`src/rtl/irq_arbiter.sv`:
```
// Machine-mode interrupt arbiter: synchronises and masks interrupt sources, picks a fixed-priority
// winner and runs a req/ack/done handshake with the core trap logic; IE/IP/CAUSE via Wishbone.
module irq_arbiter #(
  parameter logic [31:0] BASE_ADDR = 32'h20000C10,
  parameter int          NUM_FAST  = 4
) (
  input  logic                wb_clk_i,
  input  logic                wb_rst_ni,
  input  logic                wb_cyc_i,
  input  logic                wb_stb_i,
  input  logic                wb_we_i,
  input  logic [31:0]         wb_adr_i,
  input  logic [31:0]         wb_dat_i,
  output logic [31:0]         wb_dat_o,
  output logic                wb_ack_o,
  input  logic                mtip_i,
  input  logic                msip_i,
  input  logic                meip_i,
  input  logic [NUM_FAST-1:0] fast_irq_i,
  input  logic                global_en_i,
  input  logic                irq_ack_i,
  input  logic                irq_done_i,
  output logic                irq_req_o,
  output logic [4:0]          irq_cause_o,
  output logic [1:0]          dbg_state
);

  localparam logic [1:0] IDLE    = 2'd0;
  localparam logic [1:0] REQ     = 2'd1;
  localparam logic [1:0] SERVICE = 2'd2;

  localparam logic [31:0] FAST_MASK = ((32'd1 << NUM_FAST) - 32'd1) << 16;
  localparam logic [31:0] IE_MASK   = 32'h0000_0888 | FAST_MASK;

  // Handshake: irq_req_o/irq_cause_o are registered and held stable while in REQ; the core
  // asserts irq_ack_i for one cycle to take the trap, then irq_done_i on mret (SERVICE -> IDLE).

  logic [31:0]         ie_q;
  logic                meip_s1, meip_s2;
  logic [NUM_FAST-1:0] fast_s1, fast_s2, fast_s3;
  logic [NUM_FAST-1:0] pend_q, fast_edge, pend_clr;
  logic [31:0]         ip, eligible;
  logic [4:0]          winner, cause_q;
  logic [1:0]          state_q;
  logic                req_q;
  logic                wb_acc, wb_wr, sel_ie, sel_ip, sel_cause;

  assign wb_acc    = wb_cyc_i & wb_stb_i;
  assign wb_wr     = wb_acc & wb_we_i;
  assign sel_ie    = (wb_adr_i == BASE_ADDR);
  assign sel_ip    = (wb_adr_i == BASE_ADDR + 32'd4);
  assign sel_cause = (wb_adr_i == BASE_ADDR + 32'd8);
  assign wb_ack_o  = wb_acc;

  always_comb begin
    wb_dat_o = '0;
    if (wb_acc && !wb_we_i) begin
      if (sel_ie)         wb_dat_o = ie_q;
      else if (sel_ip)    wb_dat_o = ip;
      else if (sel_cause) wb_dat_o = {27'b0, cause_q};
    end
  end

  always_comb begin
    ip     = '0;
    ip[3]  = msip_i;
    ip[7]  = mtip_i;
    ip[11] = meip_s2;
    for (int k = 0; k < NUM_FAST; k++) ip[16+k] = pend_q[k];
  end

  assign eligible  = ip & ie_q;
  assign fast_edge = fast_s2 & ~fast_s3;

  // Lowest fast index wins among fast IRQs, so scan downwards and let the last hit stand.
  always_comb begin
    winner = '0;
    if (eligible[11])     winner = 5'd11;
    else if (eligible[3]) winner = 5'd3;
    else if (eligible[7]) winner = 5'd7;
    else begin
      for (int k = NUM_FAST - 1; k >= 0; k--) begin
        if (eligible[16+k]) winner = 5'(16 + k);
      end
    end
  end

  always_comb begin
    pend_clr = '0;
    for (int k = 0; k < NUM_FAST; k++) begin
      pend_clr[k] = (wb_wr && sel_ip && wb_dat_i[16+k]) ||
                    (state_q == REQ && irq_ack_i && cause_q == 5'(16 + k));
    end
  end

  always_ff @(posedge wb_clk_i or negedge wb_rst_ni) begin
    if (!wb_rst_ni) begin
      ie_q    <= '0;
      meip_s1 <= 1'b0;
      meip_s2 <= 1'b0;
      fast_s1 <= '0;
      fast_s2 <= '0;
      fast_s3 <= '0;
      pend_q  <= '0;
    end else begin
      if (wb_wr && sel_ie) ie_q <= wb_dat_i & IE_MASK;
      meip_s1 <= meip_i;
      meip_s2 <= meip_s1;
      fast_s1 <= fast_irq_i;
      fast_s2 <= fast_s1;
      fast_s3 <= fast_s2;
      // A new edge outranks a simultaneous clear so no event is lost.
      pend_q  <= (pend_q & ~pend_clr) | fast_edge;
    end
  end

  always_ff @(posedge wb_clk_i or negedge wb_rst_ni) begin
    if (!wb_rst_ni) begin
      state_q <= IDLE;
      cause_q <= '0;
      req_q   <= 1'b0;
    end else begin
      case (state_q)
        IDLE: begin
          if (global_en_i && (|eligible)) begin
            cause_q <= winner;
            req_q   <= 1'b1;
            state_q <= REQ;
          end
        end
        REQ: begin
          if (irq_ack_i) begin
            req_q   <= 1'b0;
            state_q <= SERVICE;
          end else if (!global_en_i || !eligible[cause_q]) begin
            req_q   <= 1'b0;
            state_q <= IDLE;
          end
        end
        SERVICE: begin
          req_q <= 1'b0;
          if (irq_done_i) state_q <= IDLE;
        end
        default: begin
          req_q   <= 1'b0;
          state_q <= IDLE;
        end
      endcase
    end
  end

  assign irq_req_o   = req_q;
  assign irq_cause_o = cause_q;
  assign dbg_state   = state_q;

endmodule
```
`config.mk`:
```
export PLATFORM = sky130hd
export DESIGN_NAME = irq_arbiter
export DESIGN_NICKNAME = d
export VERILOG_FILES = /design/src/rtl/irq_arbiter.sv
export SDC_FILE = /design/constraint.sdc
export NUM_CORES = 1
export LEC_CHECK = 0
export CELL_PAD_IN_SITES_DETAIL_PLACEMENT = 2
export CELL_PAD_IN_SITES_GLOBAL_PLACEMENT = 2
export CORE_MARGIN = 1
export CORE_UTILIZATION = 20
export CTS_BUF_LIST = sky130_fd_sc_hd__clkbuf_2 sky130_fd_sc_hd__clkbuf_4 sky130_fd_sc_hd__clkbuf_8
export DETAILED_ROUTE_END_ITERATION = 8
export PLACE_DENSITY_LB_ADDON = 0.1
export SLEW_MARGIN = 30
export SYNTH_ARGS = -nofsm -noshare
export SYNTH_HDL_FRONTEND = slang
export SYNTH_SLANG_ARGS = --single-unit
```
`constraint.sdc`:
```
create_clock -name wb_clk_i -period 2.4 [get_ports wb_clk_i]
set_input_delay 0.36 -clock wb_clk_i [delete_from_list [all_inputs] [get_ports wb_clk_i]]
set_output_delay 0.36 -clock wb_clk_i [all_outputs]
set_load 0.01 [all_outputs]
```
; After elaboration in Yosys (flattened, before gate mapping)
; Index checks and enable logic that the tools add are counted.
[word_totals]
ff_bits = 33
elab_cells = 79
[op_classes]
magnitude_cmp = 1
eq_ne = 12
mux = 22
bitwise_logic = 8
n_reduce_logical = 26
[op_table]
columns = cell, count
row1 = $eq A32 B30 Y1 const B, 3
row2 = $mux W32, 2
row3 = $mux W5, 8
row4 = $reduce_or A32 Y1, 1
row5 = $and A20 B20 Y20, 1
row6 = $eq A5 B5 Y1 const B, 4
row7 = $mux W20, 1
row8 = $logic_and A1 B1 Y1, 13
row9 = $and A4 B4 Y4, 2
row10 = $mux W2, 4
row11 = $not A4 Y4, 2
row12 = $lt A5 B6 Y1 const B, 1
row13 = $pmux W2 S3, 1
row14 = $bmux W1 S5, 1
row15 = $logic_or A1 B1 Y1, 5
row16 = $mux W1, 4
row17 = $ne A2 B2 Y1 const B, 2
row18 = $or A4 B4 Y4, 1
row19 = $reduce_and A2 Y1, 2
row20 = $logic_not A1 Y1, 3
row21 = $ne A3 B2 Y1 const B, 1
row22 = $reduce_and A3 Y1, 1
row23 = $and A1 B1 Y1, 2
row24 = $eq A2 B1 Y1 const B, 1
row25 = other kinds (3), 3

; Logic depth before layout (Yosys ltp)
; Gate-level depths: netlist of run 1.
[logic_depth]
ltp_word = 8
mapped_depth = 5

; Worst setup path after synthesis of run 1
; No wires, ideal clock.
[synth_path]
kind = input to output
startpoint = input port wb_adr_i[17]
endpoint = output port wb_dat_o[11]
t_arrival_ns = 1.678
required_ns = 2.040
path_slack_ns = 0.362
cell_stages = 5
n_path_buf = 1
path_cell_list = nor4_1 -> nand3_1 -> or4_1 -> clkbuf_1 -> nor2_1
[synth_via]
elab_chain_cells = 4
elab_cells_between_ends = 5
[synth_lines]
columns = element, line
row1 = from (decl), 12  ; input logic [31:0] wb_adr_i,
row2 = $eq A32 B30 Y1, 51  ; assign sel_ip = (wb_adr_i == BASE_ADDR + 32'd4);
row3 = $mux W20, 59  ; else if (sel_ip) wb_dat_o = ip;
row4 = $mux W32 (*), 58  ; if (sel_ie) wb_dat_o = ie_q;
row5 = $mux W32 (*), 57  ; if (wb_acc && !wb_we_i) begin
row6 = to (decl), 14  ; output logic [31:0] wb_dat_o,
; Every way passes the cells marked *; elsewhere a longest branch is shown, timed or not.

; Worst setup path in the final report of run 1
[layout_path]
startpoint = input port wb_cyc_i
endpoint = output port wb_dat_o[16]
[layout_via]
elab_chain_cells = 3
[layout_lines]
columns = element, line
row1 = from (decl), 9  ; input logic wb_cyc_i,
row2 = $and A1 B1 Y1, 48  ; assign wb_acc = wb_cyc_i & wb_stb_i;
row3 = $logic_and A1 B1 Y1, 57
row4 = $mux W32, 57
; No other way between the ends.

==> results.md, run 1 <==
- Startpoint types: primary input
- F_max: 432.2 MHz
- Site row count: 34
- Root Buffer: clkbuf_8
- Synth top area share: 46.32%
- Diodes inserted: 0
- Post-route ant nets: 0
- Die W: 96.42 um
- H-tree Lvls: 2
- Drt first pass iters: 4
- Final nets: 352
- Worst Path Arrival: 1.95 ns
- Most frequent cells in the layout: dfrtp_1 (33), clkdlybuf4s50_1 (32), buf_4 (29)
- Core area: 8678 um^2
- # setup viols final: 0
- Vias per std cell: 4.427
- Ys flop type: dfrtp_1
- Later-pin clock latency in the skew report: 0.29 ns
- Worst min path class: reg2reg
- Pwr dens: 479.0 nW/um^2
- Cell count after synthesis: 164
- Syn_area_per_cell: 10.87 um^2
- Commonest non-fill, non-tap cell in the layout: dfrtp_1
- Post-synthesis sequential area ratio: 46.32%
- Yosys cell types: 42
- HPWL Detailed: 4.696 mm
- Max Cap Violations: 0
- CP required: 2.04 ns
- Die H: 96.42 um
- Total GRT Usage: 13.42%
- Leak: 1.352 nW
- Peak VDD IR: 241.6 uV
- Initial antenna violation count: 0
- Die ar.: 9297 um^2
- IO Pins: 120
- DRT iter0 DRCs: 28
- Minimum clock period: 2.314 ns
- Drt total wl: 6.054 mm
- Global-route wire length before repair: 9.232 mm
- Final hold violation count: 0
- CTS tree: done
- Critical-path maximum fanout: 3
- Vias: 1,691
- Synthesized flop and latch total: 33
- FFs w/ async S/R, synth: 100.0%
- DR WL/cell: 15.85 um
- Global route overflow: 0
- Port Buf Inserts: 73
- Hold-fix buffers, CTS: 0
- Area grow syn2layout: 66.60%
- Total power draw: 1.423 mW
- Fin. max-slew vios: 0
- Residual DRC: 0
- Status: complete, no violations
- Number of flops mapped to enable cells by yosys: 0
- Largest net degree at the start of global routing: 34
- Vias in the first global route: 1,794
- Placement Cell Area: 2753 um^2
- Fin area: 2970 um^2
- Tcrit/Tclk final: 96.42%
- Synth warn: 0
- Layout cells sized above 1: 31.39%
- Post-Syn Area: 1783 um^2
- Dominant cell type by area after synthesis: dfrtp_1
- Worst Setup End Kind: primary output
- Synth area leaders: dfrtp_1 (46%), buf_4 (8.8%), mux2_2 (5.1%)
- Clk sinks: 33
- CTS clock-pin slew for the worst setup and hold paths: 0.08 ns
- Starting Density: 20.54%
- WS Path Type: in2out
- Setup tns final: 0 ns
- Max Buffers Root-to-Sink: 2
- Routability cong.: 0.7162
- CTS buffer count: 5
- Worst Clk Skew: 0.007733 ns
-- state kept, by name, summed over array words and instances, names as in the netlist --
register / cells
irq_req_o: 1
ie_q: 7
fast_s1: 4
pend_q: 4
irq_cause_o: 5
fast_s2: 4
meip_s2: 1
meip_s1: 1
dbg_state: 2
fast_s3: 4
-- final timing paths --
path	startpoint	end	slack [ns]	cells after the start
worst min register to register	fast_s1[0]	fast_s2[0]	0.35	0
min in group asynchronous	wb_rst_ni	pend_q[3]	0.48	2
worst max register to register	irq_cause_o[3]	pend_q[1]	0.49	5
worst min-delay path	fast_s1[0]	fast_s2[0]	0.35	0
worst max-delay path	wb_cyc_i	wb_dat_o[16]	0.09	7
max in group asynchronous	wb_rst_ni	irq_cause_o[0]	1.58	2
-- logic make-up (layout without fill, tap and decap cells) --
family	Yosys count	count (layout)	share of synthesized area, %
simple gates	56	56	20.49
flops	33	33	46.32
buf+inv	30	120	10.81
compound gates	29	29	12.49
mux	15	15	9.684
other cells	1	21	0.2103
-- power by group --
part           internal (mW)  total, mW  switching [mW]
Sequential             0.572      0.584          0.0121
Clock                  0.418      0.654           0.236
Combinational          0.105      0.185          0.0799
Total                   1.10       1.42           0.328
-- area by class of cell --
| type | instances | area (um^2) |
|---|---|---|
| Clock inverter | 3 | 68.82 |
| Fill cell | 973 | 5708 |
| Multi-Input combinational cell | 121 | 930.9 |
| Tap cell | 108 | 135.1 |
| Inverter | 7 | 26.28 |
| Sequential cell | 33 | 825.8 |
| Timing Repair Buffer | 105 | 914.6 |
| Clock buffer | 5 | 68.82 |
-- worst max-delay path, stage by stage --
cell             delay, ns
clkdlybuf4s50_1       0.44
and2_1                0.14
nand2_1               0.09
or4_4                 0.56
buf_6                 0.16
nor2_4                0.10
buf_6                 0.10
-- cells in the mapped netlist, drive strengths merged, types with 5 or more instances --
| library cell | count |
|---|---|
| dfrtp | 33 |
| buf | 22 |
| nand2 | 12 |
| nor2 | 10 |
| mux2 | 8 |
| inv | 7 |
| nor4 | 7 |
| o21ai | 7 |
| mux2i | 6 |
| a2bb2oi | 5 |
| and2 | 5 |
-- per-layer routing --
| metal | vias up | routed length, um | GRT usage, % |
|---|---|---|---|
| met1 | 834 | 2483 | 15.92 |
| met4 | 0 | 47 | 3.676 |
| met5 | - | 0 | 0 |
| li1 | 779 | - | - |
| met3 | 5 | 517 | 3.130 |
| met2 | 73 | 3007 | 24.17 |
-- repair_timing --
| item | 4_1_cts | 5_1_grt |
|---|---|---|
| setup buffers | 6 | 1 |
| gates resized for setup | 90 | 17 |
| endpoints found under the setup margin | 11 | 11 |
| pin swaps | 17 | 10 |
-- stage by stage --
step | instances | util (%) | hold slack (ns) | setup WS, ns
global placement | 368 | 31.72 | 0.3328 | -0.7574
global route | 382 | 34.23 | 0.3598 | -0.008146
detailed placement | 368 | 31.72 | 0.3364 | -0.7807
finish | 382 | 34.23 | 0.3530 | 0.08600
floorplan | 184 | - | 0.06441 | 0.3621
CTS | 381 | 33.95 | 0.3563 | 0.01020
Power figures use the tool's default switching activity.
==> inputs of run 2 (changes only) <==
==> constraint.sdc (replaced) <==
create_clock -name wb_clk_i -period 2.4 [get_ports wb_clk_i]
set_input_delay 0.36 -clock wb_clk_i [delete_from_list [all_inputs] [get_ports wb_clk_i]]
set_output_delay 0.36 -clock wb_clk_i [all_outputs]
set_load 0.005 [all_outputs]
==> run 2 against run 1 <==
Wire length decreased by 1.2%; non-clock buffer count increased by 2; clock skew decreased by 0.0017 ns; critical path type unchanged; largest cell class is now non-clock buffers.
==> results.md, run 2 (synthesis results as in run 1) <==
- Critical-path maximum fanout: 3 (unchanged)
- End of the worst hold path: fast_s2[0]
- Pwr dens: 433.3 nW/um^2 (-9.5%)
- Hold-fix buffers, CTS: 0 (unchanged)
- Later-pin clock latency in the skew report: 0.28 ns (about the same)
- Reg2Reg Setup Slack: 0.54 ns (+0.05 ns)
- Placed cell count: 367 (-0.27%)
- Vias in the first global route: 1,817 (+1.3%)
- Global route overflow: 0 (unchanged)
- Worst Path Arrival: 1.98 ns (+0.03 ns)
- Vias: 1,685 (-0.35%)
- Die W: 96.42 um (unchanged)
- Max Buffers Root-to-Sink: 2 (unchanged)
- Drt first pass iters: 4 (unchanged)
- Diodes inserted: 0 (unchanged)
- Peak VDD IR: 251.6 uV (+4.1%)
- Max Cap Violations: 0 (unchanged)
- Setup tns final: 0 ns (unchanged)
- Root Buffer: clkbuf_8
- Hold Path Stages: 0 (unchanged)
- DRT iter0 DRCs: 41 (+46%)
- Layout cells sized above 1: 31.88% (+0.50 points)
- Minimum clock period: 2.336 ns (+0.02233 ns)
- Fin cells: 384 (+0.52%)
- Biggest register: ie_q
- Total GRT Usage: 13.18% (-0.24 points)
- Dpl ws: -0.7126 ns (+0.06816 ns)
- Tcrit/Tclk final: 97.35% (+0.93 points)
- Largest net degree at the start of global routing: 34 (unchanged)
- Worst reg2reg path endpoint: pend_q[3]
- DR WL/cell: 15.58 um (-1.7%)
- Worst min path class: reg2reg
- Drt total wl: 5.984 mm (-1.2%)
- Reg2Reg Launch Point: irq_cause_o[3]
- # setup viols final: 0 (unchanged)
- Routability cong.: 0.7181 (+0.27%)
- Vias per std cell: 4.388 (-0.87%)
- Final hold violation count: 0 (unchanged)
- Leak: 1.382 nW (+2.2%)
- CTS buffer count: 5 (unchanged)
- Reg2Reg Depth: 4 (-1)
- F_max: 428.0 MHz (-0.96%)
- Hold_sp: fast_s1[0]
- Max reg flops: 7 (unchanged)
- CP required: 2.04 ns (about the same)
- Die H: 96.42 um (unchanged)
- Util after Layout: 34.50% (+0.27 points)
- Fin. max-slew vios: 0 (unchanged)
- Clk sinks: 33 (unchanged)
- Final nets: 354 (+0.57%)
- Most frequent cells in the layout: dfrtp_1 (33), clkdlybuf4s50_1 (31), buf_4 (29)
- Global-route wire length before repair: 9.052 mm (-1.9%)
- Final WS setup: 0.06367 ns (-0.02233 ns)
- CTS clock-pin slew for the worst setup and hold paths: 0.08 ns (about the same)
- HPWL Detailed: 4.583 mm (-2.4%)
- IO Pins: 120 (unchanged)
- Commonest non-fill, non-tap cell in the layout: dfrtp_1
- Site row count: 34 (unchanged)
- Status: complete, no violations
- Post-route ant nets: 0 (unchanged)
- Startpoint types: primary input
- Starting Density: 20.54% (unchanged)
- Core area: 8678 um^2 (unchanged)
- Port Buf Inserts: 73 (unchanged)
- Die ar.: 9297 um^2 (unchanged)
- Worst Setup End Kind: primary output
- Initial antenna violation count: 0 (unchanged)
- Area grow syn2layout: 67.93%
- Worst Clk Skew: 0.006014 ns (-0.001719 ns)
- H-tree Lvls: 2 (unchanged)
- CTS tree: done
- WS Path Type: in2out
- Residual DRC: 0 (unchanged)
==> run 2: what timing repair did <==
| item | in CTS | in global routing |
|---|---|---|
| pin swaps | 18 | 11 |
| resized for setup | 91 | 20 |
| setup buffers | 10 | 2 |
| setup endpoints to repair | 11 | 10 |
==> run 2: stage by stage <==
| step | hold slack, ns | cell area [um^2] | total power, mW |
|---|---|---|---|
| floorplan | 0.06441 | 1858 | 0.6575 |
| global placement | 0.3331 | 2745 | 0.7745 |
| detailed placement | 0.3364 | 2745 | 0.7766 |
| CTS | 0.3556 | 2943 | 1.318 |
| global route | 0.3640 | 2994 | 1.364 |
| finish | 0.3520 | 2994 | 1.297 |
==> run 2: worst max-delay path by stage <==
stage | startpoint | endpoint | slack (ns) | depth (start not counted)
finish | wb_adr_i[25] | wb_dat_o[11] | 0.06 | 7
global route | wb_adr_i[25] | wb_dat_o[11] | -0.001 | 7
CTS | wb_adr_i[15] | wb_dat_o[4] | 0.005 | 9
detailed placement | wb_adr_i[21] | wb_dat_o[16] | -0.71 | 7
global placement | wb_adr_i[21] | wb_dat_o[16] | -0.72 | 7
floorplan | wb_adr_i[17] | wb_dat_o[11] | 0.42 | 5
==> run 2: final cells by class <==
cell class / instances / area, um^2
well taps: 108 / 135.1
clock inverters: 3 / 46.29
flip-flops and latches: 33 / 825.8
multi-input cells: 121 / 935.9
inverters: 7 / 26.28
repair buffers: 107 / 955.9
fillers: 969 / 5684
clock buffers: 5 / 68.82
==> run 2: worst max-delay path, cell delays in order <==
cell and delay [ns]:
dlygate4sd2_1 0.24, nor4_2 0.29, nand3_2 0.16, or4_4 0.57
buf_6 0.15, nor2_2 0.08, buf_2 0.11
==> run 2: layer usage <==
metal	track usage [%]	wire [um]
met5	0	0
met4	4.167	109
met3	2.660	448
met2	24.05	2985
met1	15.40	2440
==> run 2: report_power, final <==
part	internal (mW)	switching [mW]	total (mW)
logic	0.105	0.0695	0.174
registers	0.572	0.0130	0.585
clock network	0.311	0.228	0.538
total	0.987	0.310	1.30
==> inputs of run 3 (changes only) <==
--- a/config.mk
+++ b/config.mk
@@ -12,7 +12,6 @@
 export CTS_BUF_LIST = sky130_fd_sc_hd__clkbuf_2 sky130_fd_sc_hd__clkbuf_4 sky130_fd_sc_hd__clkbuf_8
 export DETAILED_ROUTE_END_ITERATION = 8
 export PLACE_DENSITY_LB_ADDON = 0.1
-export SLEW_MARGIN = 30
 export SYNTH_ARGS = -nofsm -noshare
 export SYNTH_HDL_FRONTEND = slang
 export SYNTH_SLANG_ARGS = --single-unit
==> results of run 3 <==
The final DEF is identical to that of run 2; final timing and power are the same.
